==> src/rtl/issue_sequencer_pkg.sv <==
// Shared opcode constants, bundle field positions and state/PC-select encodings
// for the dual-slot issue sequencer.
package issue_pkg;

  localparam logic [4:0] OP1_ALU  = 5'b01000;
  localparam logic [4:0] OP1_ADDI = 5'b00101;
  localparam logic [4:0] OP_NOP   = 5'b00000;
  localparam logic [4:0] OP2_LD   = 5'b01010;
  localparam logic [4:0] OP2_ST   = 5'b01011;
  localparam logic [4:0] OP2_JMP  = 5'b11110;
  localparam logic [4:0] OP2_BR   = 5'b11011;

  // Low-bit positions of each bundle field; rs2 is the low three bits of the slot-1 imm field
  localparam int OP1_LSB  = 0;
  localparam int IMM_LSB  = 5;
  localparam int RS2_LSB  = IMM_LSB;
  localparam int RD1_LSB  = 9;
  localparam int RS1_LSB  = 12;
  localparam int OP2_LSB  = 16;
  localparam int RD2_LSB  = 21;
  localparam int BASE_LSB = 24;
  localparam int OFFS_LSB = 27;

  typedef enum logic [1:0] {
    ST_IDLE     = 2'd0,
    ST_EXEC     = 2'd1,
    ST_MEM_WAIT = 2'd2,
    ST_BUBBLE   = 2'd3
  } state_e;

  typedef enum logic [1:0] {
    PC_NEXT   = 2'b00,
    PC_BRANCH = 2'b01,
    PC_JUMP   = 2'b10
  } pc_src_e;

endpackage

==> src/rtl/issue_sequencer_if.sv <==
// Fetch handshake, data-memory handshake and datapath control strobes of the
// issue sequencer; master is the sequencer side, slave the surrounding datapath.
interface issue_sequencer_if
  import issue_pkg::*;
#(
  parameter int STALL_W = 16
);
  logic               ir_valid;
  logic [31:0]        ir;
  logic               ir_ready;
  logic               cond_true;
  logic               mem_ack;
  logic               mem_req;
  logic               mem_we;
  logic               commit1;
  logic               commit2;
  logic               pc_write;
  pc_src_e            pc_src;
  logic               flush;
  logic               mem_err;
  logic [STALL_W-1:0] stall_cnt;

  modport master (
    input  ir_valid, ir, cond_true, mem_ack,
    output ir_ready, mem_req, mem_we, commit1, commit2, pc_write, pc_src,
           flush, mem_err, stall_cnt
  );

  modport slave (
    output ir_valid, ir, cond_true, mem_ack,
    input  ir_ready, mem_req, mem_we, commit1, commit2, pc_write, pc_src,
           flush, mem_err, stall_cnt
  );
endinterface

==> src/rtl/issue_sequencer_hazard_chk.sv <==
// Combinational hazard detection: load-use against the incoming bundle and
// slot-1 versus load destination conflict inside the held bundle.
module issue_hazard_chk
  import issue_pkg::*;
(
  input  logic       loadPend_i,
  input  logic [2:0] loadRd_i,
  input  logic [2:0] incRs1_i,
  input  logic [2:0] incRs2_i,
  input  logic [4:0] op2_i,
  input  logic [2:0] rd1_i,
  input  logic [2:0] rd2_i,
  output logic       loadUse_o,
  output logic       rdConflict_o
);

  assign loadUse_o    = loadPend_i && ((incRs1_i == loadRd_i) || (incRs2_i == loadRd_i));
  assign rdConflict_o = (op2_i == OP2_LD) && (rd1_i == rd2_i);

endmodule

==> src/rtl/issue_sequencer.sv <==
// Dual-slot issue sequencer: captures fetched bundles, runs the data-memory
// handshake and gates the slot write enables and PC update strobe.
module issue_sequencer
  import issue_pkg::*;
#(
  parameter int MEM_TIMEOUT = 15,
  parameter int STALL_W     = 16
) (
  input logic               clk,
  input logic               rst,
  issue_sequencer_if.master bus
);

  localparam logic [7:0] TIMEOUT_CNT = 8'(MEM_TIMEOUT);

  state_e             state_q, state_d;
  logic [31:0]        bundle_q, bundle_d;
  logic               valid_q, valid_d;
  logic [7:0]         waitCnt_q, waitCnt_d;
  logic               loadPend_q, loadPend_d;
  logic [2:0]         loadRd_q, loadRd_d;
  logic               memErr_q, memErr_d;
  logic [STALL_W-1:0] stallCnt_q, stallCnt_d;

  logic    irReady, memReq, memWe, commit1, commit2, pcWrite, flush, timeoutNow;
  pc_src_e pcSrc;
  logic    loadUse, rdConflict;
  logic    slot1Live, isLd, isSt, isJmp, isBr;
  logic    [4:0] op1, op2;
  logic    unusedBits;

  assign op1        = bundle_q[OP1_LSB +: 5];
  assign op2        = bundle_q[OP2_LSB +: 5];
  assign slot1Live  = valid_q && ((op1 == OP1_ALU) || (op1 == OP1_ADDI));
  assign unusedBits = ^{bundle_q[BASE_LSB +: 3], bundle_q[OFFS_LSB +: 5],
                        bundle_q[15:12], bundle_q[8:5]};

  always_comb begin
    isLd  = 1'b0;
    isSt  = 1'b0;
    isJmp = 1'b0;
    isBr  = 1'b0;
    if (valid_q) begin
      case (op2)
        OP2_LD:  isLd  = 1'b1;
        OP2_ST:  isSt  = 1'b1;
        OP2_JMP: isJmp = 1'b1;
        OP2_BR:  isBr  = 1'b1;
        OP_NOP:  ;
        default: ;
      endcase
    end
  end

  issue_hazard_chk u_hazard (
    .loadPend_i  (loadPend_q),
    .loadRd_i    (loadRd_q),
    .incRs1_i    (bus.ir[RS1_LSB +: 3]),
    .incRs2_i    (bus.ir[RS2_LSB +: 3]),
    .op2_i       (op2),
    .rd1_i       (bundle_q[RD1_LSB +: 3]),
    .rd2_i       (bundle_q[RD2_LSB +: 3]),
    .loadUse_o   (loadUse),
    .rdConflict_o(rdConflict)
  );

  always_comb begin
    state_d    = state_q;
    bundle_d   = bundle_q;
    valid_d    = valid_q;
    waitCnt_d  = waitCnt_q;
    loadPend_d = loadPend_q;
    loadRd_d   = loadRd_q;
    memErr_d   = memErr_q;
    stallCnt_d = stallCnt_q;
    irReady    = 1'b0;
    memReq     = 1'b0;
    memWe      = 1'b0;
    commit1    = 1'b0;
    commit2    = 1'b0;
    pcWrite    = 1'b0;
    pcSrc      = PC_NEXT;
    flush      = 1'b0;
    timeoutNow = 1'b0;

    unique case (state_q)
      ST_IDLE: state_d = ST_EXEC;
      ST_EXEC: begin
        if (isLd || isSt) begin
          memReq    = 1'b1;
          memWe     = isSt;
          waitCnt_d = 8'd1;
          state_d   = ST_MEM_WAIT;
        end else begin
          irReady = 1'b1;
          if (valid_q) begin
            commit1 = slot1Live;
            commit2 = isJmp || isBr;
            pcWrite = 1'b1;
            if (isJmp) begin
              pcSrc = PC_JUMP;
              flush = 1'b1;
            end else if (isBr && bus.cond_true) begin
              pcSrc = PC_BRANCH;
              flush = 1'b1;
            end
          end
          valid_d = 1'b0;
          // A bundle accepted under a redirect is dropped and never bubbles
          if (bus.ir_valid) begin
            bundle_d   = bus.ir;
            valid_d    = !flush;
            loadPend_d = 1'b0;
            if (loadUse && !flush) state_d = ST_BUBBLE;
          end
        end
      end
      ST_MEM_WAIT: begin
        if (waitCnt_q >= TIMEOUT_CNT) begin
          timeoutNow = 1'b1;
          memErr_d   = 1'b1;
          commit1    = 1'b1;
          pcWrite    = 1'b1;
          valid_d    = 1'b0;
          state_d    = ST_EXEC;
        end else begin
          memReq    = 1'b1;
          memWe     = isSt;
          waitCnt_d = waitCnt_q + 8'd1;
        end
      end
      ST_BUBBLE: state_d = ST_EXEC;
      default:   state_d = ST_IDLE;
    endcase

    // Ack only counts while the request is actually driven; the load wins any rd clash
    if (memReq && bus.mem_ack) begin
      commit1 = slot1Live && !rdConflict;
      commit2 = isLd;
      pcWrite = 1'b1;
      valid_d = 1'b0;
      state_d = ST_EXEC;
      if (isLd) begin
        loadPend_d = 1'b1;
        loadRd_d   = bundle_q[RD2_LSB +: 3];
      end
    end

    if ((state_q != ST_IDLE) && !irReady && (stallCnt_q != '1))
      stallCnt_d = stallCnt_q + STALL_W'(1);
  end

  always_ff @(posedge clk or posedge rst) begin
    if (rst) begin
      state_q    <= ST_IDLE;
      bundle_q   <= '0;
      valid_q    <= 1'b0;
      waitCnt_q  <= '0;
      loadPend_q <= 1'b0;
      loadRd_q   <= '0;
      memErr_q   <= 1'b0;
      stallCnt_q <= '0;
    end else begin
      state_q    <= state_d;
      bundle_q   <= bundle_d;
      valid_q    <= valid_d;
      waitCnt_q  <= waitCnt_d;
      loadPend_q <= loadPend_d;
      loadRd_q   <= loadRd_d;
      memErr_q   <= memErr_d;
      stallCnt_q <= stallCnt_d;
    end
  end

  assign bus.ir_ready  = irReady;
  assign bus.mem_req   = memReq;
  assign bus.mem_we    = memWe;
  assign bus.commit1   = commit1;
  assign bus.commit2   = commit2;
  assign bus.pc_write  = pcWrite;
  assign bus.pc_src    = pcSrc;
  assign bus.flush     = flush;
  assign bus.mem_err   = memErr_q | timeoutNow;
  assign bus.stall_cnt = stallCnt_q;

endmodule

==> src/flat_wrapper.sv <==
// flat-port wrapper written by rule: the top's interface ports become plain ports
module issue_sequencer_flat import issue_pkg::*;
#(
  parameter int MEM_TIMEOUT = 15,
  parameter int STALL_W     = 16
)
  (clk, rst, bus_ir_valid, bus_ir, bus_cond_true, bus_mem_ack, bus_ir_ready, bus_mem_req, bus_mem_we, bus_commit1, bus_commit2, bus_pc_write, bus_pc_src, bus_flush, bus_mem_err, bus_stall_cnt);
  issue_sequencer_if #(.STALL_W(STALL_W)) bus_i ();
  input logic clk;
  input logic rst;
  input wire logic [$bits(bus_i.ir_valid)-1:0] bus_ir_valid;
  input wire logic [$bits(bus_i.ir)-1:0] bus_ir;
  input wire logic [$bits(bus_i.cond_true)-1:0] bus_cond_true;
  input wire logic [$bits(bus_i.mem_ack)-1:0] bus_mem_ack;
  output wire logic [$bits(bus_i.ir_ready)-1:0] bus_ir_ready;
  output wire logic [$bits(bus_i.mem_req)-1:0] bus_mem_req;
  output wire logic [$bits(bus_i.mem_we)-1:0] bus_mem_we;
  output wire logic [$bits(bus_i.commit1)-1:0] bus_commit1;
  output wire logic [$bits(bus_i.commit2)-1:0] bus_commit2;
  output wire logic [$bits(bus_i.pc_write)-1:0] bus_pc_write;
  output wire logic [$bits(bus_i.pc_src)-1:0] bus_pc_src;
  output wire logic [$bits(bus_i.flush)-1:0] bus_flush;
  output wire logic [$bits(bus_i.mem_err)-1:0] bus_mem_err;
  output wire logic [$bits(bus_i.stall_cnt)-1:0] bus_stall_cnt;
  assign bus_i.ir_valid = bus_ir_valid;
  assign bus_i.ir = bus_ir;
  assign bus_i.cond_true = bus_cond_true;
  assign bus_i.mem_ack = bus_mem_ack;
  assign bus_ir_ready = bus_i.ir_ready;
  assign bus_mem_req = bus_i.mem_req;
  assign bus_mem_we = bus_i.mem_we;
  assign bus_commit1 = bus_i.commit1;
  assign bus_commit2 = bus_i.commit2;
  assign bus_pc_write = bus_i.pc_write;
  assign bus_pc_src = bus_i.pc_src;
  assign bus_flush = bus_i.flush;
  assign bus_mem_err = bus_i.mem_err;
  assign bus_stall_cnt = bus_i.stall_cnt;
  issue_sequencer #(.MEM_TIMEOUT(MEM_TIMEOUT), .STALL_W(STALL_W)) u_core (.clk(clk), .rst(rst), .bus(bus_i));
endmodule
==> config.mk <==
export PLATFORM = sky130hd
export DESIGN_NAME = issue_sequencer_flat
export DESIGN_NICKNAME = d
export VERILOG_FILES = /design/src/rtl/issue_sequencer_pkg.sv /design/src/rtl/issue_sequencer_if.sv /design/src/rtl/issue_sequencer_hazard_chk.sv /design/src/rtl/issue_sequencer.sv /design/src/flat_wrapper.sv
export SDC_FILE = /design/constraint.sdc
export NUM_CORES = 1
export LEC_CHECK = 0
export ABC_CLOCK_PERIOD_IN_PS = 2800
export CAP_MARGIN = 20
export CORE_MARGIN = 8
export CORE_UTILIZATION = 30
export DETAILED_ROUTE_END_ITERATION = 10
export SLEW_MARGIN = 5
export SYNTH_ARGS = -nofsm -noshare
export SYNTH_HDL_FRONTEND = slang
export SYNTH_SLANG_ARGS = --single-unit
export TNS_END_PERCENT = 50
==> constraint.sdc <==
create_clock -name clk -period 2.8 [get_ports clk]
set_input_delay 0.28 -clock clk [delete_from_list [all_inputs] [get_ports clk]]
set_output_delay 0.28 -clock clk [all_outputs]
set_load 0.03 [all_outputs]
; ---- Word level (Yosys, flattened, before mapping)
; Cells that the tools add are included.
[totals]
register_bits = 56
[classes]
add_sub_neg = 2
magnitude_cmp = 1
eq_ne = 19
mux = 61
bitwise = 2
n_reduce_logical = 27
[op_table]
columns = operator, n
row1 = 2-to-1 mux 1 bit, 43
row2 = 2-to-1 mux 2 bit, 9
row3 = adder 16 x 1 -> 16 bit (second input constant), 1
row4 = 2-to-1 mux 8 bit, 2
row5 = != test 16 bit (second input constant), 1
row6 = one-hot mux 8 bit (2 select lines), 1
row7 = == test 5 x 4 -> 1 bit (second input constant), 3
row8 = AND reduction 3 bit, 4
row9 = == test 5 bit (second input constant), 2
row10 = one-hot mux 1 bit (2 select lines), 5
row11 = == test 3 bit, 3
row12 = logical AND 1 bit, 9
row13 = adder 8 x 1 -> 8 bit (second input constant), 1
row14 = >= comparator 8 x 4 -> 1 bit (second input constant), 1
row15 = one-hot mux 2 bit (3 select lines), 1
row16 = == test 5 x 3 -> 1 bit (second input constant), 1
row17 = == test 2 bit (second input constant), 2
row18 = logical OR 1 bit, 4
row19 = != test 4 x 1 -> 1 bit (second input constant), 1
row20 = != test 4 x 2 -> 1 bit (second input constant), 1
row21 = AND reduction 2 bit, 2
row22 = nonzero test 2 bit, 2
row23 = zero test 1 bit, 3
row24 = != test 3 x 1 -> 1 bit (second input constant), 1
row25 = other kinds (9), 9

; ---- Logic depth before layout (Yosys ltp)
; Gate-level depths: netlist (run 1).
[depth]
depth_word = 16
mapped_depth = 8
ltp_nobuf = 7

; ---- Modules after synthesis
; A second synthesis (run 1) with hierarchy kept.
[unflattened]
cells_unflattened = 231
hier_area_um2 = 2503.7
[modules_own_cells]
columns = module, instances, cells_per_inst, area_per_inst_um2
row1 = issue_sequencer, 1, 214, 2376.0
row2 = issue_hazard_chk, 1, 17, 127.6

; ---- Least setup slack after synthesis (run 1)
; Ideal clock, no wire load.
[synth_path]
path_kind = register to output
startpoint = reg u_core.waitCnt_q[4]
endpoint = out bus_commit2
t_arrival_ns = 1.959
required_ns = 2.520
path_slack_ns = 0.561
path_stages_with_launch = 6
cell_sequence = dfrtp_1 -> nor4_2 -> nand3_1 -> a21oi_2 -> mux2_2 -> o22ai_1
[synth_between]
elab_chain_cells = 5
[synth_lines]
columns = element, line_no
row1 = start: declaration, issue_sequencer.sv:19  ; logic [7:0] waitCnt_q, waitCnt_d;
row2 = start signal: assignment, issue_sequencer.sv:167  ; waitCnt_q <= waitCnt_d;
row3 = >= comparator 8 x 4 -> 1 bit, issue_sequencer.sv:119  ; if (waitCnt_q >= TIMEOUT_CNT) begin
row4 = 2-to-1 mux 1 bit, issue_sequencer.sv:119
row5 = one-hot mux 1 bit (2 select lines), issue_sequencer.sv:86  ; unique case (state_q)
row6 = logical AND 1 bit, issue_sequencer.sv:137  ; if (memReq && bus.mem_ack) begin
row7 = 2-to-1 mux 1 bit, issue_sequencer.sv:137
row8 = end: declaration, flat_wrapper.sv:19  ; output wire logic [$bits(bus_i.commit2)-1:0] bus_commit2;
; No other way between the ends.

; ---- Worst setup path after layout (run 1)
[layout_path]
startpoint = reg u_core.state_q[1]
endpoint = out bus_pc_write
[layout_between]
elab_chain_cells = 4
[layout_lines]
columns = element, line_no
row1 = start: declaration, issue_sequencer.sv:16  ; state_e state_q, state_d;
row2 = start signal: assignment, issue_sequencer.sv:164  ; state_q <= state_d;
row3 = == test 2 bit / == test 2 x 1 -> 1 bit (equally long branches), issue_sequencer.sv:86
row4 = one-hot mux 1 bit (2 select lines), issue_sequencer.sv:86
row5 = logical AND 1 bit, issue_sequencer.sv:137
row6 = 2-to-1 mux 1 bit (*), issue_sequencer.sv:137
row7 = end: declaration, flat_wrapper.sv:20  ; output wire logic [$bits(bus_i.pc_write)-1:0] bus_pc_write;
; Mark *: on every way between the ends. The rest lies on a longest branch, timed or not.

==> results by group, run 1 <==
Clocking
  • Setup repair bufs after CTS: 0
  • Total CTS buffers: 5
  • Clock slew at reported path FFs: around 0.1 ns
  • CTS tree: done
  • Longest Clk Path Bufs: 2
  • Clk root buf: clkbuf_8
  • Worst skew pair latency: just over 0.3 ns
  • H-tree depth: 2
  • Cts hold-fix bufs: 0
  • CTS sink cnt: 48
  • Post-CTS Resized: 0

Place
  • Final GP Congestion: 0.764
  • Dpl hpwl: around 4.3 mm
  • PortBufs: 52
  • Placed Cells: approximately 380

Synthesis
  • Mapped Cells: approximately 220
  • Post-Syn Area: ~0.0025 mm²
  • Synth top area share: 0.487
  • Synth area leaders: dfrtp_1 49%, mux2_2 9.6%, xnor2_1 6.0%, xor2_1 3.2%, nand2_1 2.6%
  • Register area share after synthesis: 0.487
  • Synth area leader: dfrtp_1
  • Warnings, synthesis: 0
  • Synthesized Nets: 259
  • Cell variety after synth: slightly above 40
  • Register bit count reported by yosys: 48
  • Avg Synthesized Cell Area: 11.4 µm²

Final layout
  • Layout cell share with drive strength beyond 1: 0.169
  • Nets: 319
  • Area Growth Syn to Fin: 31.9%
  • Fillers: approximately 820
  • Seq. cell area: 0.00120 mm²
  • Antenna fix cells: 0
  • Non-filler cells, final: around 380
  • Multi-input gate area: approximately 0.0012 mm²

Power
  • Cell-internal power: ~1.6 mW
  • Leakage dissipation: 1.41 nW
  • NetSw: 893 µW
  • Combinational power share: 0.356
  • PwrDens: between 700 and 800 mW/mm²
  • Clock power frac: 0.215
  • Part of the power in registers: 0.429
  • Peak VDD IR: roughly 0.00060 V
  • Sw Share: 0.361

Critical path
  • R2R setup slack: between 0.6 and 0.7 ns
  • WP data arrival: 2.38 ns
  • CP startpoint kind: flip-flop
  • Worst-path fanout max: 6
  • Worst-case reg-to-reg path depth: 4
  • Worst setup path class: reg2out
  • CP required: approximately 2.5 ns
  • Crit end category: primary output

Route
  • TritonRoute pass-1 iters: 4
  • Via count: between 1500 and 2000
  • Post-Route WL: between 5 and 6 mm
  • DR iter-0 viols: 131
  • Via density: around 4.7
  • Routed len/inst: approximately 15 µm
  • DRC violations left: 0
  • Post-route ant nets: 0

STA
  • Setup TNS: 0 ns
  • Unrepaired setup endpoints after global routing: no
  • Clk_skew: 0.0154 ns
  • Fmax: 375 MHz
  • Final setup fails: 0
  • Tmin final: about 2.7 ns
  • Worst-margin pin slew: 0.702 ns
  • Slew Limit Fails: 0
  • Relative slew slack: 0.531
  • Fin crit share: 0.951
  • Final Hold Viols: 0

Floorplan
  • # IOs: 63
  • DIE AREA: about 0.011 mm²
  • Core area: ~0.008 mm²
  • Die width: approximately 110 µm
  • Die H: roughly 110 µm
  • Standard-cell rows: 33
  • Starting Density: 0.305

Global route
  • Total Routing Usage GR: 0.102
  • Total gr overflow: 0
  • Initial antenna violation count: 0
  • Number of global-route vias before repair: roughly 1900
  • First-pass GRT wire length: ~9.5 mm
  • Largest net degree at the start of global routing: 22

Min path
  • Hold Crit Class: in2async

Status
  • Status: finished clean

Run
  • MaxCap Viol Count: 0
-- cell usage in the layout (no fill, tap or decap), types with 3 or more instances in the layout --
cell             Yosys  final
buf_4                1      5
xor2_1               9      9
nand4_1             10     10
o21ai_0              6      6
mux2_2              21     21
nand2_1             17     17
clkbuf_8             0      6
and3_1               9      9
inv_1                5      4
nand3_1             11     11
a21o_1               3      3
xnor2_1             17     17
clkdlybuf4s50_1      0     50
nor2b_1              7      7
a21oi_1              3      3
ha_1                 5      5
nor3_1               3      3
nor2_1              12     12
dfrtp_1             48     48
-- synthesized netlist by cell type --
| library cell | count |
|---|---|
| a211oi_4 | 1 |
| a21bo_2 | 1 |
| a21o_1 | 3 |
| a21oi_1 | 3 |
| a21oi_2 | 1 |
| a22o_1 | 2 |
| a41oi_1 | 1 |
| and3_1 | 9 |
| and3b_1 | 1 |
| and4_1 | 2 |
| and4bb_2 | 1 |
| buf_4 | 1 |
| buf_6 | 1 |
| clkbuf_1 | 1 |
| dfrtp_1 | 48 |
| ha_1 | 5 |
| inv_1 | 5 |
| inv_2 | 1 |
| mux2_2 | 21 |
| mux2i_1 | 1 |
| nand2_1 | 17 |
| nand2b_1 | 2 |
| nand3_1 | 11 |
| nand4_1 | 10 |
| nand4_2 | 1 |
| nand4bb_4 | 1 |
| nor2_1 | 12 |
| nor2b_1 | 7 |
| nor3_1 | 3 |
| nor3_2 | 1 |
| nor3b_1 | 2 |
| nor4_2 | 1 |
| nor4_4 | 1 |
| o211ai_1 | 2 |
| o21ai_0 | 6 |
| o21ai_4 | 1 |
| o21ba_2 | 1 |
| o22ai_1 | 2 |
| or4_1 | 1 |
| xnor2_1 | 17 |
| xor2_1 | 9 |
-- per-stage QoR --
stage / power, mW / hold WS, ns / area, µm² / utilization / setup WS [ns]
after detailed placement: 1.96 / 0.450 / 3130 / 0.386 / 0.399
final: 2.48 / 0.229 / 3260 / 0.402 / 0.137
after global routing: 2.64 / 0.256 / 3260 / 0.402 / 0.0105
after CTS: 2.51 / 0.238 / 3250 / 0.401 / 0.0509
after global placement: 1.95 / 0.445 / 3130 / 0.386 / 0.392
after floorplan: 1.66 / 0.425 / 2470 / - / 0.561
-- power groups by stage --
stage	clock network (mW)	logic (mW)	registers, mW
after floorplan	0	0.561	1.10
after global placement	0	0.880	1.07
after detailed placement	0	0.888	1.07
after CTS	0.552	0.894	1.06
after global routing	0.580	0.960	1.10
final	0.532	0.881	1.06
-- final timing paths --
| check | startpoint | endpoint |
|---|---|---|
| hold reg to reg | u_core.memErr_q | u_core.memErr_q |
| min in group clk | u_core.memErr_q | u_core.memErr_q |
| setup reg to reg | u_core.bus.stall_cnt[0] | u_core.bus.stall_cnt[1] |
| hold / removal | rst | u_core.bus.stall_cnt[8] |
| max in group asynchronous | rst | u_core.bundle_q[4] |
| setup / recovery | u_core.state_q[1] | bus_pc_write |
-- worst max-delay path: stages (launching register included) --
cell and delay, ns:
dfrtp_1 0.40, inv_1 0.11, ha_1 0.33, nand3_1 0.19, a21oi_4 0.25, a21o_1 0.13
clkdlybuf4s50_1 0.67
-- logic make-up (layout without fill, tap and decap cells) --
| group | count (synthesis) | count (layout) | share of synthesized area |
|---|---|---|---|
| adder cells (fa/ha/maj) | 5 | 5 | 0.0253 |
| AO/OA/AOI/OAI | 24 | 24 | 0.0755 |
| buffers and inverters | 9 | 70 | 0.0182 |
| AND/OR/NAND/NOR | 83 | 83 | 0.202 |
| XOR/XNOR | 26 | 26 | 0.0922 |
| flip-flops | 48 | 48 | 0.487 |
| multiplexers | 22 | 22 | 0.0998 |
-- state kept, by name, summed over array words and instances, names as in the netlist --
name and count:
u_core.loadRd_q 3, u_core.waitCnt_q 8, u_core.bundle_q 16, u_core.loadPend_q 1, u_core.bus.stall_cnt 16, u_core.memErr_q 1
u_core.valid_q 1, u_core.state_q 2
-- cell type report --
cell class              instances  area share
clock buffers                   6      0.0254
repair buffers                 56       0.169
inverters                       6     0.00692
flip-flops and latches         48       0.369
multi-input cells             160       0.378
well taps                     105      0.0403
clock inverters                 2      0.0119
-- per-layer routing --
metal / routed length [µm] / global-route usage
met3: 312 / 0.0330
met5: 0 / 0
met4: 52 / 0.0241
met1: 2840 / 0.144
met2: 2450 / 0.147
Note: power is estimated with default switching activity, not from simulation.
==> inputs of run 2 (changes only) <==
--- a/config.mk
+++ b/config.mk
@@ -5,10 +5,10 @@
 export SDC_FILE = /design/constraint.sdc
 export NUM_CORES = 1
 export LEC_CHECK = 0
-export ABC_CLOCK_PERIOD_IN_PS = 2800
-export CAP_MARGIN = 20
+export ABC_CLOCK_PERIOD_IN_PS = 2600
 export CORE_MARGIN = 8
 export CORE_UTILIZATION = 30
+export CTS_BUF_LIST = sky130_fd_sc_hd__clkbuf_8 sky130_fd_sc_hd__clkbuf_16
 export DETAILED_ROUTE_END_ITERATION = 10
 export SLEW_MARGIN = 5
 export SYNTH_ARGS = -nofsm -noshare
==> constraint.sdc (replaced) <==
create_clock -name clk -period 2.6 [get_ports clk]
set_input_delay 0.26 -clock clk [delete_from_list [all_inputs] [get_ports clk]]
set_output_delay 0.26 -clock clk [all_outputs]
set_load 0.03 [all_outputs]
==> run 2 against run 1 <==
Effect of this change: register-to-register slack about the same; non-clock buffer count up 4; worst hold slack better by 0.20 ns; combinational power up 9.3%; sequential share of layout area down 0.21 points; sequential cell count unchanged; die area unchanged; clock-buffer cell count down 1; setup slack worse by 0.0011 ns; sequential power up 8%; routed wire length down 1.7%; design area up 0.58%; critical path type unchanged; critical endpoint is now bus_flush; largest power group unchanged.
==> results by group, run 2 (same netlist as run 1, synthesis figures left out) <==
Power
  • Clock power frac: 0.179
  • Part of the power in registers: 0.445
  • Total power: between 2 and 3 mW
  • NetSw: approximately 970 µW
  • Peak VDD IR: slightly below 0.0006 V
  • PwrDens: roughly 780 mW/mm²
  • Leakage dissipation: ~1.5 nW
  • Sw Share: 0.379
  • Combinational power share: 0.375
  • Cell-internal power: 1.59 mW

Critical path
  • Worst-path fanout max: 4
  • Worst-case reg-to-reg path depth: 5
  • R2R setup slack: 0.69 ns
  • RR Startpoint: u_core.bus.stall_cnt[0]
  • Reg2reg end: u_core.bus.stall_cnt[1]
  • CP required: 2.34 ns
  • Crit end category: primary output
  • CP startpoint kind: flip-flop
  • Worst setup path class: reg2out
  • WP data arrival: between 2 and 2.5 ns

Global route
  • Total Routing Usage GR: 0.100
  • Initial antenna violation count: 0
  • First-pass GRT wire length: ~9.4 mm
  • Largest net degree at the start of global routing: a little under 50
  • Total gr overflow: 0
  • Number of global-route vias before repair: 1903

STA
  • Unrepaired setup endpoints after global routing: no
  • Relative slew slack: 0.589
  • Clk_skew: between 0.01 and 0.015 ns
  • Fin crit share: 0.948
  • Setup TNS: 0 ns
  • Final setup fails: 0
  • Tmin final: 2.46 ns
  • Fmax: roughly 410 MHz
  • Worst-margin pin slew: between 0.6 and 0.7 ns
  • Final Hold Viols: 0
  • Slew Limit Fails: 0

Route
  • Routed len/inst: between 10 and 15 µm
  • DR iter-0 viols: roughly 110
  • Via density: 4.79
  • DRC violations left: 0
  • TritonRoute pass-1 iters: 4
  • Post-route ant nets: 0
  • Post-Route WL: 5.56 mm
  • Via count: between 1500 and 2000

Final layout
  • Final core utilization: 0.405
  • Commonest non-fill, non-tap cell in the layout: dfrtp_1
  • Seq. cell area: about 0.0012 mm²
  • Area Growth Syn to Fin: 32.7%
  • Antenna fix cells: 0
  • Multi-input gate area: ~0.0012 mm²
  • Non-filler cells, final: about 390
  • Fillers: roughly 830
  • Most frequent cells in the layout: 48 x dfrtp_1, 45 x clkdlybuf4s50_1, 21 x mux2_2
  • Layout cell share with drive strength beyond 1: 0.191
  • Nets: ~320

Floorplan
  • Standard-cell rows: 33
  • Die width: 107 µm
  • Core area: around 0.0081 mm²
  • Die H: between 100 and 150 µm
  • DIE AREA: between 0.01 and 0.015 mm²
  • Starting Density: 0.305
  • # IOs: 63

Clocking
  • Clk root buf: clkbuf_8
  • Total CTS buffers: 5
  • Clock slew at reported path FFs: ~0.10 ns
  • CTS sink cnt: 48
  • Longest Clk Path Bufs: 2
  • Setup repair bufs after CTS: 0
  • Worst skew pair latency: around 0.31 ns
  • CTS tree: done
  • H-tree depth: 2

Run
  • MaxCap Viol Count: 0

Place
  • Final GP Congestion: a little under 0.8
  • PortBufs: 52
  • Placed Cells: approximately 380
  • Dpl hpwl: around 4.2 mm

Status
  • Status: finished clean

Min path
  • Hold Crit Class: in2async
-- run 2: cell types whose count changed in the layout (fill, tap and decap cells not counted), sizes merged --
cell | previous run | this run
buf | 5 | 9
bufinv | 1 | 0
clkbuf | 6 | 5
clkdlybuf4s50 | 50 | 45
clkinv | 1 | 2
dlygate4sd2 | 0 | 3
dlymetal6s2s | 1 | 3
inv | 6 | 7
-- run 2: worst max-delay path by stage --
stage,startpoint,to,depth (start not counted)
floorplan,u_core.waitCnt_q[4],bus_commit2,5
global placement,u_core.waitCnt_q[4],bus_commit1,6
detailed placement,u_core.waitCnt_q[4],bus_commit1,6
CTS,u_core.waitCnt_q[0],bus_mem_req,6
global route,u_core.state_q[1],bus_flush,6
finish,u_core.state_q[1],bus_flush,6
-- run 2: power by group through the flow --
stage | clock network [mW] | logic (mW) | registers [mW]
after global placement | 0 | 0.966 | 1.15
after CTS | 0.479 | 0.972 | 1.15
after detailed placement | 0 | 0.976 | 1.16
after floorplan | 0 | 0.604 | 1.18
after global routing | 0.510 | 1.06 | 1.18
final | 0.460 | 0.963 | 1.14
-- run 2: per-layer routing --
metal / vias to the layer above / GRT usage / wire, µm
li1: 900 / - / -
met1: 900 / 0.133 / 2690
met2: 46 / 0.151 / 2440
met3: 6 / 0.0360 / 379
met4: 0 / 0.0231 / 51
met5: - / 0 / 0
-- run 2: what timing repair did --
item                                    CTS  global route
hold buffers                              0             0
pin swaps                                 0             0
resized for setup                         3             8
endpoints found under the setup margin    3             5
-- run 2: worst max-delay path, cell delays in order, from the launching register on --
cell and delay [ns]:
dfrtp_1 0.42, inv_1 0.11, ha_2 0.23, buf_4 0.14, inv_1 0.06, nor3_1 0.22
clkdlybuf4s50_1 0.71
-- run 2: metrics by stage --
step           hold WS, ns  area, µm²  setup slack (ns)
5_1_grt              0.487       3280            0.0125
3_3_place_gp         0.441       3160             0.251
4_1_cts              0.441       3240            0.0101
3_5_place_dp         0.445       3160             0.255
2_1_floorplan        0.410       2470             0.381
6_report             0.430       3280             0.135
-- run 2: layout make-up --
type / instances / share of cell area
Multi-Input combinational cell: 160 / 0.381
Sequential cell: 48 / 0.367
Timing Repair Buffer: 60 / 0.178
Tap cell: 105 / 0.0401
Clock buffer: 5 / 0.0210
Clock inverter: 3 / 0.00688
Inverter: 6 / 0.00688
==> inputs of run 3 (changes only) <==
--- a/config.mk
+++ b/config.mk
@@ -6,6 +6,7 @@
 export NUM_CORES = 1
 export LEC_CHECK = 0
 export ABC_CLOCK_PERIOD_IN_PS = 2600
+export CORE_ASPECT_RATIO = 1.5
 export CORE_MARGIN = 8
 export CORE_UTILIZATION = 30
 export CTS_BUF_LIST = sky130_fd_sc_hd__clkbuf_8 sky130_fd_sc_hd__clkbuf_16
==> run 3 against run 2 <==
Effect of this change: sequential cell count stayed put; design area is 1.5% higher; power is 7.8% higher; clock-buffer cell count is 1 higher; clock skew is 0.011 ns lower; die area is 0.53% higher; worst hold slack worse by 0.095 ns; critical path depth is 1 higher; combinational power hardly changed; highest routed layer unchanged.
==> results by group, run 3 (same netlist as run 1, synthesis figures left out) <==
Floorplan
  • # IOs: 63
  • Die H: between 100 and 150 µm
  • Standard-cell rows: 40
  • Starting Density: 0.308
  • Die width: 90.1 µm
  • DIE AREA: about 0.011 mm²
  • Core area: ~0.008 mm²

Final layout
  • Non-filler cells, final: 387
  • Area Growth Syn to Fin: 34.7%
  • Nets: 323
  • Most frequent cells in the layout: 48 x dfrtp_1, 46 x clkdlybuf4s50_1, 21 x mux2_2
  • Layout cell share with drive strength beyond 1: 0.181
  • Antenna fix cells: 0
  • Commonest non-fill, non-tap cell in the layout: dfrtp_1
  • Final instance area: roughly 0.0033 mm²

Critical path
  • CP startpoint kind: flip-flop
  • Worst-path fanout max: 4
  • Crit end category: primary output
  • WP data arrival: around 2.2 ns
  • CP required: 2.34 ns
  • End of the critical path: bus_commit2
  • RR Startpoint: u_core.bundle_q[20]
  • Reg2reg end: u_core.bundle_q[16]
  • Worst-case reg-to-reg path depth: 5
  • CP startpoint: u_core.waitCnt_q[4]
  • R2R setup slack: 0.48 ns
  • Worst setup path class: reg2out

Power
  • Total power: 2.77 mW
  • Peak VDD IR: approximately 0.00055 V
  • PwrDens: approximately 830 mW/mm²
  • Leakage dissipation: between 1 and 1.5 nW

STA
  • Tmin final: around 2.5 ns
  • Clk_skew: between 0.003 and 0.004 ns
  • Fmax: between 400 and 500 MHz
  • Slew Limit Fails: 0
  • Fin crit share: 0.952
  • Relative slew slack: 0.507
  • Setup TNS: 0 ns
  • Worst-margin pin slew: around 0.74 ns
  • Final Hold Viols: 0
  • Final setup fails: 0
  • Unrepaired setup endpoints after global routing: no

Route
  • Routed len/inst: 15.2 µm
  • TritonRoute pass-1 iters: 4
  • Via count: 1880
  • Post-Route WL: around 5.9 mm
  • Post-route ant nets: 0
  • Via density: between 4 and 5
  • DR iter-0 viols: 54
  • DRC violations left: 0

Clocking
  • Setup repair bufs after CTS: 0
  • CTS tree: done
  • Clk root buf: clkbuf_16
  • H-tree depth: 2
  • Clock slew at reported path FFs: around 0.06 ns
  • Worst skew pair latency: around 0.28 ns
  • Total CTS buffers: 5
  • Longest Clk Path Bufs: 2
  • CTS sink cnt: 48

Global route
  • Largest net degree at the start of global routing: 27
  • Number of global-route vias before repair: 2005
  • Initial antenna violation count: 0
  • Total Routing Usage GR: 0.105
  • First-pass GRT wire length: between 9 and 10 mm
  • Total gr overflow: 0

Place
  • Dpl cell area: 0.00317 mm²
  • Placed Cells: 379
  • Dpl hpwl: roughly 4.6 mm
  • Final GP Congestion: approximately 0.87
  • PortBufs: between 50 and 60

Run
  • MaxCap Viol Count: 0

Status
  • Status: finished clean

Min path
  • Hold Crit Class: in2async
==> run 3: cell count changes in the layout (fill, tap and decap cells not counted), sizes merged <==
cell | before | now
clkdlybuf4s50 | 45 | 46
dlygate4sd2 | 3 | 2
clkbuf | 5 | 6
clkinv | 2 | 0
clkinvlp | 0 | 1
==> run 3: final cells by class <==
| cell class | count | area [µm²] |
|---|---|---|
| clock buffer | 6 | 139 |
| tap | 105 | 131 |
| clock inverter | 2 | 11.3 |
| inverter | 6 | 22.5 |
| multi-input combinational | 160 | 1220 |
| sequential | 48 | 1200 |
| timing repair buffer | 60 | 596 |
| fill | 803 | 4680 |
==> run 3: worst min path at each step <==
stage | end | slack [ns]
6_report | u_core.loadRd_q[0] | 0.33
5_1_grt | u_core.loadRd_q[0] | 0.38
4_1_cts | u_core.bus.stall_cnt[7] | 0.35
3_5_place_dp | u_core.memErr_q | 0.44
3_3_place_gp | u_core.memErr_q | 0.44
2_1_floorplan | u_core.bundle_q[10] | 0.41
==> run 3: power breakdown <==
| group | internal [mW] | total (mW) | leakage, nW | switching (mW) |
|---|---|---|---|---|
| Sequential | 0.933 | 1.15 | 0.612 | 0.218 |
| Clock | 0.379 | 0.650 | 0.0743 | 0.271 |
| Combinational | 0.467 | 0.964 | 0.805 | 0.497 |
==> run 3: repair_timing <==
action                                  in CTS  in global routing
hold endpoints to repair                     0                  0
hold buffers                                 0                  0
resized for setup                            2                  4
endpoints found under the setup margin       2                  6
==> run 3: metal layers <==
metal	vias up	GRT usage	wire, µm
li1	897	-	-
met1	928	0.112	2380
met2	46	0.193	3130
met3	9	0.0264	244
met4	0	0.0413	116
met5	-	0	0
==> run 3: worst max-delay path: stages (launching register included) <==
cell,delay (ns)
dfrtp_1,0.39
nor4_2,0.35
nand3_1,0.18
a21oi_2,0.17
buf_4,0.15
mux2_2,0.33
o22ai_1,0.17
buf_4,0.20
==> run 3: stage by stage <==
step                setup slack [ns]   util  hold WS [ns]
global route                  0.0151  0.415         0.378
CTS                          0.00754  0.414         0.347
global placement               0.225  0.396         0.443
finish                         0.124  0.415         0.335
detailed placement             0.247  0.396         0.444
floorplan                      0.381      -         0.410
